<file path="src/rtl/adc_turn_sequencer_if.sv">
// Signal bundle between the turn sequencer, the ADC and the game logic.
// The master modport is the sequencer; the slave modport is its environment.
interface adc_turn_sequencer_if;
    logic       enable;
    logic       screen_end;
    logic       eoc;
    logic [7:0] adc_data;
    logic       player;
    logic       adc_start;
    logic [7:0] speed_p0;
    logic [7:0] speed_p1;
    logic       move_valid;
    logic [9:0] move_delta;
    logic       timeout_err;
    logic       busy;

    modport master (
        input  enable, screen_end, eoc, adc_data,
        output player, adc_start, speed_p0, speed_p1,
               move_valid, move_delta, timeout_err, busy
    );

    modport slave (
        output enable, screen_end, eoc, adc_data,
        input  player, adc_start, speed_p0, speed_p1,
               move_valid, move_delta, timeout_err, busy
    );
endinterface

</file>
<file path="src/rtl/adc_turn_sequencer.sv">
// Alternates ADC conversions between two players and turns each captured
// sample into one signed X move, released on the next frame boundary.
module adc_turn_sequencer #(
    parameter int START_CYCLES   = 12,
    parameter int SETTLE_CYCLES  = 100,
    parameter int TIMEOUT_CYCLES = 1000000,
    parameter int SPEED_SHIFT    = 5
) (
    input  logic                 clk,
    input  logic                 reset,
    adc_turn_sequencer_if.master bus
);
    localparam int MAX_A   = (START_CYCLES > SETTLE_CYCLES) ? START_CYCLES : SETTLE_CYCLES;
    localparam int MAX_CNT = (MAX_A > TIMEOUT_CYCLES) ? MAX_A : TIMEOUT_CYCLES;
    localparam int CNT_W   = $clog2(MAX_CNT + 1);

    typedef logic [CNT_W-1:0] cnt_t;
    localparam cnt_t START_LAST   = cnt_t'(START_CYCLES - 1);
    localparam cnt_t SETTLE_LAST  = cnt_t'(SETTLE_CYCLES - 1);
    localparam cnt_t TIMEOUT_LAST = cnt_t'(TIMEOUT_CYCLES - 1);

    typedef enum logic [2:0] {IDLE, SETTLE, START, WAIT_EOC, HOLD} state_e;

    state_e     state_q, state_d;
    cnt_t       cnt_q, cnt_d;
    logic       player_q, player_d;
    logic       adc_start_q, adc_start_d;
    logic [7:0] speed_p0_q, speed_p0_d;
    logic [7:0] speed_p1_q, speed_p1_d;
    logic       pending_q, pending_d;
    logic       pend_player_q, pend_player_d;
    logic       move_valid_q, move_valid_d;
    logic [9:0] move_delta_q, move_delta_d;
    logic       timeout_err_q, timeout_err_d;
    logic       busy_q, busy_d;
    logic       eoc_s1_q, eoc_s2_q, eoc_prev_q;

    logic       eoc_edge;
    logic [7:0] pend_sample;
    logic [9:0] mag;

    assign eoc_edge    = eoc_s2_q & ~eoc_prev_q;
    assign pend_sample = pend_player_q ? speed_p1_q : speed_p0_q;
    assign mag         = {2'b00, pend_sample >> SPEED_SHIFT};

    always_comb begin
        state_d       = state_q;
        cnt_d         = cnt_q;
        player_d      = player_q;
        adc_start_d   = adc_start_q;
        speed_p0_d    = speed_p0_q;
        speed_p1_d    = speed_p1_q;
        pending_d     = pending_q;
        pend_player_d = pend_player_q;
        move_valid_d  = 1'b0;
        move_delta_d  = move_delta_q;
        timeout_err_d = timeout_err_q;

        if (!bus.enable) begin
            // Dropping enable aborts everything except the retained results.
            state_d     = IDLE;
            cnt_d       = '0;
            adc_start_d = 1'b0;
            pending_d   = 1'b0;
        end else begin
            // pending_q is still clear in the capture cycle, so a coincident
            // frame boundary naturally defers the strobe by one frame.
            if (bus.screen_end && pending_q) begin
                move_valid_d = 1'b1;
                pending_d    = 1'b0;
                move_delta_d = pend_player_q ? (~mag + 10'd1) : mag;
            end
            case (state_q)
                IDLE: begin
                    state_d = SETTLE;
                    cnt_d   = '0;
                end
                SETTLE: begin
                    if (cnt_q == SETTLE_LAST) begin
                        state_d     = START;
                        cnt_d       = '0;
                        adc_start_d = 1'b1;
                    end else begin
                        cnt_d = cnt_q + cnt_t'(1);
                    end
                end
                START: begin
                    if (cnt_q == START_LAST) begin
                        state_d     = WAIT_EOC;
                        cnt_d       = '0;
                        adc_start_d = 1'b0;
                    end else begin
                        cnt_d = cnt_q + cnt_t'(1);
                    end
                end
                WAIT_EOC: begin
                    if (eoc_edge) begin
                        if (player_q) speed_p1_d = bus.adc_data;
                        else          speed_p0_d = bus.adc_data;
                        pending_d     = 1'b1;
                        pend_player_d = player_q;
                        state_d       = HOLD;
                        cnt_d         = '0;
                    end else if (cnt_q == TIMEOUT_LAST) begin
                        timeout_err_d = 1'b1;
                        state_d       = SETTLE;
                        cnt_d         = '0;
                    end else begin
                        cnt_d = cnt_q + cnt_t'(1);
                    end
                end
                HOLD: begin
                    if (!pending_q) begin
                        player_d = ~player_q;
                        state_d  = SETTLE;
                        cnt_d    = '0;
                    end
                end
                default: begin
                    state_d     = IDLE;
                    cnt_d       = '0;
                    adc_start_d = 1'b0;
                end
            endcase
        end
        busy_d = (state_d != IDLE);
    end

    always_ff @(posedge clk or negedge reset) begin
        if (!reset) begin
            state_q       <= IDLE;
            cnt_q         <= '0;
            player_q      <= 1'b0;
            adc_start_q   <= 1'b0;
            speed_p0_q    <= '0;
            speed_p1_q    <= '0;
            pending_q     <= 1'b0;
            pend_player_q <= 1'b0;
            move_valid_q  <= 1'b0;
            move_delta_q  <= '0;
            timeout_err_q <= 1'b0;
            busy_q        <= 1'b0;
            eoc_s1_q      <= 1'b0;
            eoc_s2_q      <= 1'b0;
            eoc_prev_q    <= 1'b0;
        end else begin
            state_q       <= state_d;
            cnt_q         <= cnt_d;
            player_q      <= player_d;
            adc_start_q   <= adc_start_d;
            speed_p0_q    <= speed_p0_d;
            speed_p1_q    <= speed_p1_d;
            pending_q     <= pending_d;
            pend_player_q <= pend_player_d;
            move_valid_q  <= move_valid_d;
            move_delta_q  <= move_delta_d;
            timeout_err_q <= timeout_err_d;
            busy_q        <= busy_d;
            eoc_s1_q      <= bus.eoc;
            eoc_s2_q      <= eoc_s1_q;
            eoc_prev_q    <= eoc_s2_q;
        end
    end

    assign bus.player      = player_q;
    assign bus.adc_start   = adc_start_q;
    assign bus.speed_p0    = speed_p0_q;
    assign bus.speed_p1    = speed_p1_q;
    assign bus.move_valid  = move_valid_q;
    assign bus.move_delta  = move_delta_q;
    assign bus.timeout_err = timeout_err_q;
    assign bus.busy        = busy_q;
endmodule
</file>
<file path="src/flat_wrapper.sv">
// flat-port wrapper written by rule: the top's interface ports become plain ports
module adc_turn_sequencer_flat 
#(
    parameter int START_CYCLES   = 12,
    parameter int SETTLE_CYCLES  = 100,
    parameter int TIMEOUT_CYCLES = 1000000,
    parameter int SPEED_SHIFT    = 5
)
  (clk, reset, bus_enable, bus_screen_end, bus_eoc, bus_adc_data, bus_player, bus_adc_start, bus_speed_p0, bus_speed_p1, bus_move_valid, bus_move_delta, bus_timeout_err, bus_busy);
  adc_turn_sequencer_if bus_i ();
  input  logic clk;
  input  logic reset;
  input wire logic [$bits(bus_i.enable)-1:0] bus_enable;
  input wire logic [$bits(bus_i.screen_end)-1:0] bus_screen_end;
  input wire logic [$bits(bus_i.eoc)-1:0] bus_eoc;
  input wire logic [$bits(bus_i.adc_data)-1:0] bus_adc_data;
  output wire logic [$bits(bus_i.player)-1:0] bus_player;
  output wire logic [$bits(bus_i.adc_start)-1:0] bus_adc_start;
  output wire logic [$bits(bus_i.speed_p0)-1:0] bus_speed_p0;
  output wire logic [$bits(bus_i.speed_p1)-1:0] bus_speed_p1;
  output wire logic [$bits(bus_i.move_valid)-1:0] bus_move_valid;
  output wire logic [$bits(bus_i.move_delta)-1:0] bus_move_delta;
  output wire logic [$bits(bus_i.timeout_err)-1:0] bus_timeout_err;
  output wire logic [$bits(bus_i.busy)-1:0] bus_busy;
  assign bus_i.enable = bus_enable;
  assign bus_i.screen_end = bus_screen_end;
  assign bus_i.eoc = bus_eoc;
  assign bus_i.adc_data = bus_adc_data;
  assign bus_player = bus_i.player;
  assign bus_adc_start = bus_i.adc_start;
  assign bus_speed_p0 = bus_i.speed_p0;
  assign bus_speed_p1 = bus_i.speed_p1;
  assign bus_move_valid = bus_i.move_valid;
  assign bus_move_delta = bus_i.move_delta;
  assign bus_timeout_err = bus_i.timeout_err;
  assign bus_busy = bus_i.busy;
  adc_turn_sequencer #(.START_CYCLES(START_CYCLES), .SETTLE_CYCLES(SETTLE_CYCLES), .TIMEOUT_CYCLES(TIMEOUT_CYCLES), .SPEED_SHIFT(SPEED_SHIFT)) u_core (.clk(clk), .reset(reset), .bus(bus_i));
endmodule
</file>
<file path="config.mk">
export PLATFORM = sky130hd
export DESIGN_NAME = adc_turn_sequencer_flat
export DESIGN_NICKNAME = d
export VERILOG_FILES = /design/src/rtl/adc_turn_sequencer_if.sv /design/src/rtl/adc_turn_sequencer.sv /design/src/flat_wrapper.sv
export SDC_FILE = /design/constraint.sdc
export NUM_CORES = 1
export LEC_CHECK = 0
export BUFFER_PORTS_ARGS = -buffer_cell sky130_fd_sc_hd__buf_2
export CORE_MARGIN = 2
export CORE_UTILIZATION = 45
export CTS_CLUSTER_SIZE = 30
export DETAILED_ROUTE_END_ITERATION = 8
export GPL_TIMING_DRIVEN = 0
export PLACE_DENSITY = 0.75
export SYNTH_ARGS = -nofsm -noshare
export SYNTH_HDL_FRONTEND = slang
export SYNTH_SLANG_ARGS = --single-unit
</file>
<file path="constraint.sdc">
create_clock -name clk -period 2.1 [get_ports clk]
set_input_delay 0.42 -clock clk [delete_from_list [all_inputs] [get_ports clk]]
set_output_delay 0.42 -clock clk [all_outputs]
set_load 0.02 [all_outputs]
</file>
# Word level (Yosys, flattened, before mapping)
# Index checks and enable logic that the tools add are counted.
# word_totals
elab_cells,71
inputBits,13
ff_bits,59
out_inout_bits,31
# op_classes
add_sub_neg,2
n_eq_ne,11
reduce_logical,11
mux,26
bitwise,6
# ops
cell,count
2-to-1 mux 20 bit,6
case mux 20 bit (4 select lines),1
adder 20 x 1 -> 20 bit (second input constant),1
equality test 20 bit (second input constant),1
equality test 20 x 4 -> 1 bit (second input constant),1
equality test 20 x 7 -> 1 bit (second input constant),1
2-to-1 mux 3 bit,6
case mux 3 bit (5 select lines),1
AND reduction 4 bit,3
adder 10 x 1 -> 10 bit (second input constant),1
2-to-1 mux 10 bit,1
NOT 3 -> 10 bit,1
2-to-1 mux 1 bit,9
AND reduction 3 bit,3
2-to-1 mux 8 bit,1
equality test 3 x 2 -> 1 bit (second input constant),2
!= test 3 x 2 -> 1 bit (second input constant),2
NOT 1 bit,4
equality test 3 x 1 -> 1 bit (second input constant),1
equality test 3 bit (second input constant),1
zero test 3 bit,1
!= test 3 bit (second input constant),1
case mux 1 bit (3 select lines),1
nonzero test 3 bit,1
other kinds (5),5

# Logic depth before layout (Yosys ltp)
# Gate-level depths: netlist (run 1).
# depth
depth_word,6
ltp_mapped,8
ltp_nobuf,7

# Worst setup path before layout (run 1)
# OpenSTA, ideal clock, no wires.
# synth_path
kind,reg-to-reg
from,reg u_core.cnt_q[0]
to,reg u_core.cnt_q[2]
setup_ps,125
arrival_time_ps,2118
synth_period_minus_slack_ps,2242
path_stages_with_launch,9
path_buffers,1
path_slack_ps,-142
required_ps,1975
path_cell_list,dfrtp_1 ha_1 nor4b_4 nand4_2 o31a_1 o31ai_4 buf_6 nor2_2 mux2_2
# synth_between
elab_chain_cells,5
elab_cells_between_ends,10
classes_between,add/sub: 1; eq/ne: 3; mux: 6
# synth_rtl
element,line,text
from (decl),adc_turn_sequencer.sv:25,"cnt_t cnt_q, cnt_d;"
from (signal assigned),adc_turn_sequencer.sv:148,cnt_q <= cnt_d;
adder 20 x 1 -> 20 bit or equality test 20 bit (tied branches),--,
2-to-1 mux 20 bit,adc_turn_sequencer.sv:104,end else if (cnt_q == TIMEOUT_LAST) begin
2-to-1 mux 20 bit,adc_turn_sequencer.sv:97,if (eoc_edge) begin
case mux 20 bit (4 select lines) (*),adc_turn_sequencer.sv:73,case (state_q)
2-to-1 mux 20 bit (*),adc_turn_sequencer.sv:59,if (!bus.enable) begin
# Mark *: on every way between the ends. The rest lies on a longest branch, timed or not.
# A chain may end at the register's enable or synchronous reset.

# Worst setup path after layout (run 1)
# layout_path
from,reg u_core.cnt_q[13]
to,reg u_core.cnt_q[2]
# layout_between
elab_chain_cells,5
elab_cells_between_ends,9
classes_between,eq/ne: 3; mux: 6
# layout_rtl
element,line
equality test 20 bit,adc_turn_sequencer.sv:104
2-to-1 mux 20 bit,adc_turn_sequencer.sv:104
2-to-1 mux 20 bit,adc_turn_sequencer.sv:97
case mux 20 bit (4 select lines) (*),adc_turn_sequencer.sv:73
2-to-1 mux 20 bit (*),adc_turn_sequencer.sv:59
# Marked as above.

==> reports/results.ini, run 1 <==
[detailed_routing]
post_drt_wl_per_cell_um = 16.1
initialDrtViolationCount = 223
wirelength_mm = 6.34
ant_nets = 0
drtPass1Iterations = 4
remaining_drc_errors = 0
vias = 2200
via_per_inst = 5.58

[run_status]
violations = setup timing
status = complete, but fails checks

[global_route]
first_global_vias = 2071
grt_pass1_wl_mm = 10.0
grt_max_degree = 55
grt.total_usage = 0.204
antenna_found_initial = 0
overflow = 0

[final_layout]
drive_gt1_frac = 0.404
final_cells = 394
multi_input_comb_area_um2 = 1330
fin_area_um2 = 3380
fill_cells = 468
regArea_um2 = 1360
antennaDiodeCount = 0
fin_nets = 338
syn_to_final_growth_pct = 27.3

[synth]
synthAdderAreaFrac = 0.0142
syn-cell-area_um2 = 2650
synth_compound_area_frac = 0.128
yosys.area_share.simple = 0.201
synth.area.top_cells = dfrtp_1, mux2_2, o21ai_0
synth_xor_area_frac = 0.0165
yosys_warnings = 0
ys_ff_latch = 54
synth_top_family_by_area = simple AND/OR/NAND/NOR gates
syn_nets = 268
syn_avg_cell_area_um2 = 10.5
yosysTopAreaCell = dfrtp_1
synthMuxAreaShare = 0.0835
yosysSeqAreaShare = 0.509
synth.top_cell.area_share = 0.509
syn-instance-count = 252
synth.distinct_cells = 49

[place]
portBuffers = 42
hpwl_mm = 4.03
place_area_um2 = 2960
placed_cells = 366
gp_congestion = 0.883

[min_path]
hold_path.class = in -> reg
hold_depth = 1

[clock_network]
cts_sinks = 54
cts-root-buf = clkbuf_8
cts.path.max_buffers = 2
holdBufCountCts = 0
h-tree-depth = 2
clk_latency_ns = 0.31
cts_tree = yes
cts_buffers = 5
clk_pin_slew_ns = 0.10

[sta]
fin_ws_ns = -0.215
worst_pin_slew_ns = 1.18
final.period_utilization = 1.10
relSlewSlack = 0.214
skew_ns = 0.00304
setup_viol = 21
hold_viol = 0
clock.fmax_mhz = 432
fin_hold_ws_ns = 0.207
min_period_ns = 2.32
rsz0062_at_grt = yes
drv_slew = 0

[die]
dieArea_um2 = 6520
coreArea_um2 = 5610
die_h_um = 80.8
die_w_um = 80.8
boundaryPins = 44
rows = 27
start_util = 0.473

[critical_path]
cp-end-kind = register
cp_max_fo = 8
r2r_cells = 9
crit_arrival_ns = 2.52
startpoint_type = register
cp.required_ns = 2.31
critPathKind = reg -> reg

[power_and_ir_drop]
p_leak_nw = 1.58
ir_worst_vdd_mv = 0.242
p_per_area_nw_per_um2 = 510
power.total_mw = 1.72

[run]
max_cap_violations = 0

-- through the flow --
step            util  worst slack, ns   TNS, ns
6_report       0.602           -0.215     -2.73
5_1_grt        0.602           -0.273     -4.21
4_1_cts        0.583           -0.152     -1.32
3_5_place_dp   0.527           -0.378     -5.35
3_3_place_gp   0.527           -0.319     -4.49
2_1_floorplan      -         -0.00867  -0.00867
-- cell usage in the layout (no fill, tap or decap), types with 2 or more instances in the layout --
cell type	Yosys	routed
nand2b_1	2	2
buf_6	2	5
nor3b_1	4	3
nor2_1	14	12
mux2_2	17	17
dfrtp_1	54	48
ha_1	3	2
clkbuf_8	0	5
a21o_1	2	2
nor3_2	0	2
buf_2	1	42
nor4_4	1	4
nor2_2	1	2
clkbuf_1	6	3
nand4_1	8	8
a21oi_2	0	4
and2_1	2	2
inv_1	8	8
a21oi_1	11	7
nor3_1	8	6
xnor2_1	3	3
dfrtp_2	0	6
or3_1	5	4
clkinvlp_4	0	2
xor2_1	2	2
nor2b_1	4	3
nand3_1	13	13
buf_4	6	24
mux2i_1	3	3
o21ai_0	21	14
o21ai_1	1	7
a22o_1	3	3
nand2_1	23	23
o31a_4	0	2
-- critical path, stage by stage, from the launching register on --
cell     delay [ns]
dfrtp_2        0.47
nor4_4         0.31
nand4_2        0.20
buf_6          0.17
o21ba_4        0.21
o31ai_4        0.27
buf_6          0.17
buf_8          0.13
nor2_2         0.03
mux2_2         0.25
-- cell usage after synthesis (all sizes together) --
cell type,n
and4,1
a21o,2
nand4,9
inv,8
a21boi,2
o41ai,1
o41a,1
o21ba,1
dfrtp,54
nand2b,2
nor2b,4
xnor2,3
o2bb2ai,1
a21oi,11
o21ai,22
nor3b,4
nor3,8
buf,9
mux2i,3
a31oi,1
o31a,2
nor2,15
nand2,23
o2bb2a,1
xor2,2
nand3,13
nor4b,1
or3b,1
a41o,1
a22o,3
and3,1
a211oi,1
nor4,5
or3,5
mux2,17
ha,3
and2,2
and3b,1
clkbuf,6
o31ai,2
-- where the power goes --
| group | total, mW | internal, mW | switching (mW) |
|---|---|---|---|
| combinational | 0.0940 | 0.0378 | 0.0562 |
| sequential | 1.05 | 1.05 | 0.00467 |
| clock | 0.579 | 0.229 | 0.351 |
-- final timing paths --
check / from / end / slack [ns]
hold reg to reg: u_core.eoc_s1_q / u_core.eoc_s2_q / 0.36
setup / recovery: u_core.cnt_q[13] / u_core.cnt_q[2] / -0.22
setup reg to reg: u_core.cnt_q[13] / u_core.cnt_q[2] / -0.22
max in group asynchronous: reset / u_core.state_q[0] / 0.96
min in group asynchronous: reset / u_core.cnt_q[16] / 0.32
hold / removal: bus_eoc / u_core.eoc_s1_q / 0.21
-- cell type report --
class | count | share of cell area
sequential | 54 | 0.403
multi-input combinational | 176 | 0.393
timing repair buffer | 65 | 0.118
tap | 72 | 0.0267
buffer | 12 | 0.0259
clock buffer | 5 | 0.0204
inverter | 8 | 0.00890
clock inverter | 2 | 0.00445
-- flip-flops by register name, summed over array words and instances, names as in the netlist --
| register | cells |
|---|---|
| u_core.bus.adc_start | 1 |
| u_core.bus.busy | 1 |
| u_core.bus.move_delta | 5 |
| u_core.bus.move_valid | 1 |
| u_core.bus.player | 1 |
| u_core.bus.speed_p0 | 8 |
| u_core.bus.speed_p1 | 8 |
| u_core.bus.timeout_err | 1 |
| u_core.cnt_q | 20 |
| u_core.eoc_prev_q | 1 |
| u_core.eoc_s1_q | 1 |
| u_core.eoc_s2_q | 1 |
| u_core.pend_player_q | 1 |
| u_core.pending_q | 1 |
| u_core.state_q | 3 |
-- cells by family (layout without fill, tap and decap cells) --
group                      after synthesis  count (layout)
AOI/OAI and AO/OA                       52              53
xor gates and xnor gates                 5               5
adders and majority gates                3               3
buffers and inverters                   23              92
DFF                                     54              54
muxes                                   20              20
and+or+nand+nor                         95              95
-- repair_timing --
item                                    CTS  global route
endpoints found under the setup margin   24            28
gates resized for setup                  28            20
setup buffers                            14             9
hold endpoints to repair                  0             0
pin swaps                                12            11
cloned                                    2             0
-- routing by layer --
| layer | wire [µm] | part of all wire | global-route usage | vias up |
|---|---|---|---|---|
| met3 | 340 | 0.054 | 0.0433 | 6 |
| met1 | 2600 | 0.41 | 0.268 | 1082 |
| met5 | 0 | 0 | 0 | - |
| li1 | - | - | - | 1046 |
| met2 | 3330 | 0.53 | 0.341 | 66 |
| met4 | 71 | 0.011 | 0.0627 | 0 |
Power figures use the tool's default switching activity.
==> run 2, diff against run 1 <==
- CORE_ASPECT_RATIO: unset -> 1.75
- CTS_CLUSTER_DIAMETER: unset -> 30
==> run 2 against run 1 <==
Against the previous run: the run still ends with setup timing left; register-to-register slack better by 0.02 ns; utilization is 2.5 points lower; sequential cell count did not move; die area grew 0.37%; hold slack got worse by 0.0050 ns; critical path type unchanged; highest routed layer unchanged.
==> reports/results.ini, run 2 (synthesis gave the netlist of run 1 again) <==
[critical_path]
rrSetupSlack_ns = -0.20  ; was -0.22 ns
cp-end-kind = register  ; unchanged
reg2reg_from = u_core.cnt_q[2]  ; was u_core.cnt_q[13]
r2r-end = u_core.cnt_q[2]  ; unchanged
path_buf_inv = 3  ; unchanged
crit_slowest_cell = dfrtp_2  ; unchanged
cp.required_ns = 2.32  ; was 2.31 ns
cp_top_family = simple AND/OR/NAND/NOR gates  ; unchanged
slowest_delay_ns = 0.48  ; was 0.47 ns
critical_path.cell_chain = nor4_2 -> nand4_2 -> buf_6 -> o21ba_4 -> o31ai_4 -> buf_12 -> buf_8 -> nor2_2 -> mux2_4  ; was nor4_4 -> nand4_2 -> buf_6 -> o21ba_4 -> o31ai_4 -> buf_6 -> buf_8 -> nor2_2 -> mux2_2
r2r_cells = 9  ; unchanged
cp_max_fo = 6  ; was 8
critPathKind = reg -> reg  ; unchanged
crit_arrival_ns = 2.52  ; about the same
startpoint_type = register  ; unchanged

[global_route]
first_global_vias = 2133  ; was 2071
grt_pass1_wl_mm = 9.79  ; was 10.0 mm
grt.total_usage = 0.198  ; was 0.204
grt_use_met2 = 0.352  ; was 0.341
antenna_found_initial = 0  ; unchanged
gr-usage-met3 = 0.0307  ; was 0.0433
overflow = 0  ; unchanged
grt_max_degree = 55  ; unchanged
grt-busiest-layer = met2  ; unchanged
met1_usage = 0.224  ; was 0.268

[place]
gp_congestion = 0.871  ; was 0.883
dp_slack_ns = -0.408  ; was -0.378 ns
portBuffers = 42  ; unchanged
placed_cells = 372  ; was 366
place_area_um2 = 2960  ; about the same
hpwl_mm = 3.96  ; was 4.03 mm

[detailed_routing]
via_per_inst = 5.49  ; was 5.58
post_drt_wl_per_cell_um = 15.4  ; was 16.1 µm
vias = 2175  ; was 2200
remaining_drc_errors = 0  ; unchanged
ant_nets = 0  ; unchanged
wirelength_mm = 6.09  ; was 6.34 mm
initialDrtViolationCount = 116  ; was 223
drtPass1Iterations = 4  ; unchanged

[sta]
rsz0062_at_grt = yes  ; unchanged
fin_ws_ns = -0.199  ; was -0.215 ns
fin_tns_setup_ns = -1.85  ; was -2.73 ns
setup_viol = 20  ; was 21
hold_viol = 0  ; unchanged
min_period_ns = 2.30  ; was 2.32 ns
drv_slew = 0  ; unchanged
skew_ns = 0.0112  ; was 0.00304 ns
worst_pin_slew_ns = 1.20  ; was 1.18 ns
fin_hold_ws_ns = 0.202  ; was 0.207 ns
clock.fmax_mhz = 435  ; was 432 MHz
final.period_utilization = 1.09  ; was 1.10
relSlewSlack = 0.202  ; was 0.214

[clock_network]
clk_pin_slew_ns = 0.11  ; was 0.10 ns
cts_sinks = 54  ; unchanged
cts-root-buf = clkbuf_8  ; unchanged
holdBufCountCts = 0  ; unchanged
cts.path.max_buffers = 2  ; unchanged
clk_latency_ns = 0.32  ; was 0.31 ns
cts_buffers = 5  ; unchanged
cts_tree = yes  ; unchanged
h-tree-depth = 2  ; unchanged

[run_status]
violations = setup timing  ; unchanged
status = complete, but fails checks  ; unchanged

[final_layout]
top_register = u_core.cnt_q  ; unchanged
mostFrequentLayoutCell = dfrtp_1  ; unchanged
fin_area_um2 = 3340  ; was 3380 µm²
antennaDiodeCount = 0  ; unchanged
drive_gt1_frac = 0.374  ; was 0.404
fin_nets = 333  ; was 338
mostFrequentLayoutCells = dfrtp_1, buf_2, nand2_1  ; was dfrtp_1, buf_2, buf_4
largest_register_ff_count = 20  ; unchanged
syn_to_final_growth_pct = 25.8  ; was 27.3%
final_cells = 396  ; was 394

[run]
max_cap_violations = 0  ; unchanged

[die]
dieArea_um2 = 6550  ; was 6520 µm²
rows = 37  ; was 27
die_h_um = 106  ; was 80.8 µm
boundaryPins = 44  ; unchanged
coreArea_um2 = 5790  ; was 5610 µm²
die_w_um = 62.0  ; was 80.8 µm
start_util = 0.458  ; was 0.473

[min_path]
hold-path-endpoint = u_core.eoc_s1_q  ; unchanged
hold_path.class = in -> reg  ; unchanged
hp-start = bus_eoc  ; unchanged
hold_depth = 1  ; unchanged

[power_and_ir_drop]
p_per_area_nw_per_um2 = 531  ; was 510 nW/µm²
ir_worst_vdd_mv = 0.310  ; was 0.242 mV
p_leak_nw = 1.56  ; was 1.58 nW

-- run 2: through the flow --
stage | total power [mW] | utilization
after global placement | 1.14 | 0.512
after floorplan | 1.10 | -
after CTS | 1.78 | 0.568
after global routing | 1.85 | 0.577
after detailed placement | 1.14 | 0.512
final | 1.77 | 0.577
-- run 2: metal layers --
| metal | routed length, µm | up-vias |
|---|---|---|
| met4 | 144 | 0 |
| met1 | 2260 | 1090 |
| met5 | 0 | - |
| met3 | 150 | 12 |
| li1 | - | 1030 |
| met2 | 3530 | 43 |
-- run 2: worst max path at each step --
| stage | start | endpoint | slack (ns) | cells past startpoint |
|---|---|---|---|---|
| after floorplan | u_core.cnt_q[0] | u_core.cnt_q[2] | -0.009 | 8 |
| after global placement | u_core.cnt_q[0] | u_core.cnt_q[9] | -0.37 | 8 |
| after detailed placement | u_core.cnt_q[0] | u_core.cnt_q[15] | -0.41 | 8 |
| after CTS | u_core.cnt_q[0] | u_core.cnt_q[2] | -0.17 | 9 |
| after global routing | u_core.cnt_q[0] | u_core.cnt_q[2] | -0.27 | 10 |
| final | u_core.cnt_q[2] | u_core.cnt_q[2] | -0.20 | 9 |
-- run 2: cell type report --
cell class / count / area (µm²)
buffer: 12 / 83.8
clock inverter: 3 / 28.8
fill: 479 / 2450
timing repair buffer: 61 / 397
multi-input combinational: 175 / 1270
inverter: 8 / 30.0
tap: 78 / 97.6
sequential: 54 / 1360
clock buffer: 5 / 68.8
-- run 2: what timing repair did --
action / CTS / global route
pin swaps: 13 / 7
setup endpoints to repair: 28 / 29
setup buffers: 12 / 8
gates cloned: 2 / 0
resized for setup: 26 / 14
-- run 2: power by group --
group | internal (mW) | total, mW | switching, mW
combinational | 0.0385 | 0.0942 | 0.0557
clock | 0.248 | 0.630 | 0.382
sequential | 1.05 | 1.05 | 0.00357
total | 1.33 | 1.77 | 0.442
==> run 3, diff against run 2 <==
- CORE_ASPECT_RATIO: 1.75 -> 1.2
- SKIP_CTS_REPAIR_TIMING: unset -> 1
- TNS_END_PERCENT: unset -> 1
==> run 3 against run 2 <==
Against the previous run: the run still ends with setup timing left; die area fell by 0.33%; fmax is 0.13% higher; critical path type unchanged; global-route usage fell by 3.0 points; clock skew is 0.0021 ns lower; cell count decreased by 0.76%; clock-buffer cell count grew 1; total power is 1.7% lower; cell area down 3.8%; setup slack better by 0.0029 ns; clock power is 2% lower; largest cell class unchanged; utilization decreased by 1.0 points; non-clock buffer count shrank 5.
==> reports/results.ini, run 3 (synthesis gave the netlist of run 1 again) <==
[sta]
setup_viol = 20  ; unchanged
rsz0062_at_grt = yes  ; unchanged
skew_ns = 0.00913  ; was 0.0112 ns
final.period_utilization = 1.09  ; about the same
fin_ws_ns = -0.196  ; was -0.199 ns
relSlewSlack = 0.210  ; was 0.202
fin_tns_setup_ns = -2.36  ; was -1.85 ns
clock.fmax_mhz = 436  ; was 435 MHz
drv_slew = 0  ; unchanged
min_period_ns = 2.30  ; about the same
worst_pin_slew_ns = 1.18  ; was 1.20 ns
hold_viol = 0  ; unchanged

[detailed_routing]
ant_nets = 0  ; unchanged
vias = 2103  ; was 2175
post_drt_wl_per_cell_um = 14.3  ; was 15.4 µm
initialDrtViolationCount = 81  ; was 116
wirelength_mm = 5.61  ; was 6.09 mm
drtPass1Iterations = 5  ; was 4
remaining_drc_errors = 0  ; unchanged
via_per_inst = 5.35  ; was 5.49

[final_layout]
mostFrequentLayoutCell = dfrtp_1  ; unchanged
top_register = u_core.cnt_q  ; unchanged
final_cells = 393  ; was 396
largest_register_ff_count = 20  ; unchanged
drive_gt1_frac = 0.342  ; was 0.374
fin_nets = 328  ; was 333
syn_to_final_growth_pct = 21.1  ; was 25.8%
antennaDiodeCount = 0  ; unchanged
mostFrequentLayoutCells = dfrtp_1, buf_2, nand2_1  ; unchanged

[clock_network]
cts_buffers = 5  ; unchanged
clk_pin_slew_ns = 0.10  ; was 0.11 ns
cts_sinks = 54  ; unchanged
clk_latency_ns = 0.31  ; was 0.32 ns
cts_tree = yes  ; unchanged
cts-root-buf = clkbuf_8  ; unchanged
cts.path.max_buffers = 2  ; unchanged
h-tree-depth = 2  ; unchanged

[critical_path]
startpoint_type = register  ; unchanged
slowest_delay_ns = 0.37  ; was 0.48 ns
crit_arrival_ns = 2.50  ; was 2.52 ns
rrSetupSlack_ns = -0.20  ; about the same
critPathKind = reg -> reg  ; unchanged
cp.required_ns = 2.30  ; was 2.32 ns
cp_max_fo = 8  ; was 6
critical_path.cell_chain = buf_2 -> nor4_4 -> nand4_2 -> o31a_1 -> o31ai_4 -> buf_6 -> buf_6 -> nor2_2 -> mux2_2  ; was nor4_2 -> nand4_2 -> buf_6 -> o21ba_4 -> o31ai_4 -> buf_12 -> buf_8 -> nor2_2 -> mux2_4
crit_top_cell = buf_6
startpoint = u_core.cnt_q[9]  ; was u_core.cnt_q[2]
r2r-end = u_core.cnt_q[2]  ; unchanged
r2r_cells = 9  ; unchanged
cp-end-kind = register  ; unchanged
reg2reg_from = u_core.cnt_q[9]  ; was u_core.cnt_q[2]
crit_slowest_cell = dfrtp_1  ; was dfrtp_2

[global_route]
antenna_found_initial = 0  ; unchanged
overflow = 0  ; unchanged
grt.total_usage = 0.169  ; was 0.198
first_global_vias = 1925  ; was 2133
grt_pass1_wl_mm = 8.74  ; was 9.79 mm
grt_max_degree = 55  ; unchanged

[min_path]
hold_depth = 1  ; unchanged
hold-path-endpoint = u_core.eoc_s1_q  ; unchanged
hold_path.class = in -> reg  ; unchanged
hp-start = bus_eoc  ; unchanged

[run_status]
violations = setup timing  ; unchanged
status = complete, but fails checks  ; unchanged

[die]
die_w_um = 74.1  ; was 62.0 µm
start_util = 0.468  ; was 0.458
rows = 30  ; was 37
dieArea_um2 = 6530  ; was 6550 µm²
coreArea_um2 = 5670  ; was 5790 µm²
die_h_um = 88.1  ; was 106 µm
boundaryPins = 44  ; unchanged

[place]
dp_slack_ns = -0.329  ; was -0.408 ns
hpwl_mm = 3.81  ; was 3.96 mm
portBuffers = 42  ; unchanged
placed_cells = 374  ; was 372
gp_congestion = 0.835  ; was 0.871

[power_and_ir_drop]
p_leak_nw = 1.52  ; was 1.56 nW
p_per_area_nw_per_um2 = 543  ; was 531 nW/µm²
ir_worst_vdd_mv = 0.307  ; was 0.310 mV
power.total_mw = 1.74  ; was 1.77 mW

[run]
max_cap_violations = 0  ; unchanged

## run 3: worst max path at each step
stage	depth (start not counted)	slack, ns	endpoint
after floorplan	8	-0.009	u_core.cnt_q[2]
after global placement	7	-0.33	u_core.cnt_q[2]
after detailed placement	8	-0.33	u_core.cnt_q[9]
after CTS	7	-0.38	u_core.cnt_q[2]
after global routing	9	-0.28	u_core.cnt_q[2]
final	9	-0.20	u_core.cnt_q[2]
## run 3: layout make-up
cell class	count	area [µm²]
plain buffers	14	95.1
clock buffers	6	82.6
clock inverters	2	17.5
fillers	509	2460
inverters	8	30.0
multi-input cells	175	1230
flip-flops and latches	54	1350
well taps	80	100
repair buffers	54	302
## run 3: layer usage
| layer | vias up | part of all wire | track usage |
|---|---|---|---|
| li1 | 1022 | - | - |
| met1 | 1047 | 0.45 | 0.225 |
| met2 | 28 | 0.52 | 0.284 |
| met3 | 6 | 0.017 | 0.0207 |
| met4 | 0 | 0.010 | 0.0545 |
| met5 | - | 0 | 0 |
## run 3: critical path: cells and delay by family (launching register included)
family	cells	cell delay, ns
AND/OR/NAND/NOR	3	0.49
AO/OA/AOI/OAI	2	0.63
multiplexers	1	0.25
buffers and inverters	3	0.45
flip-flops	1	0.37
## run 3: report_power, final
group	switching (mW)	internal [mW]	leakage, nW
logic	0.0483	0.0281	0.722
registers	0.00454	1.05	0.742
clock network	0.345	0.272	0.0514
total	0.398	1.35	1.52
## run 3: through the flow
step / area (µm²) / hold WS, ns / util
after floorplan: 2660 / 0.124 / -
after global placement: 2970 / 0.336 / 0.523
after detailed placement: 2970 / 0.337 / 0.523
after CTS: 3070 / 0.202 / 0.541
after global routing: 3210 / 0.196 / 0.567
final: 3210 / 0.211 / 0.567
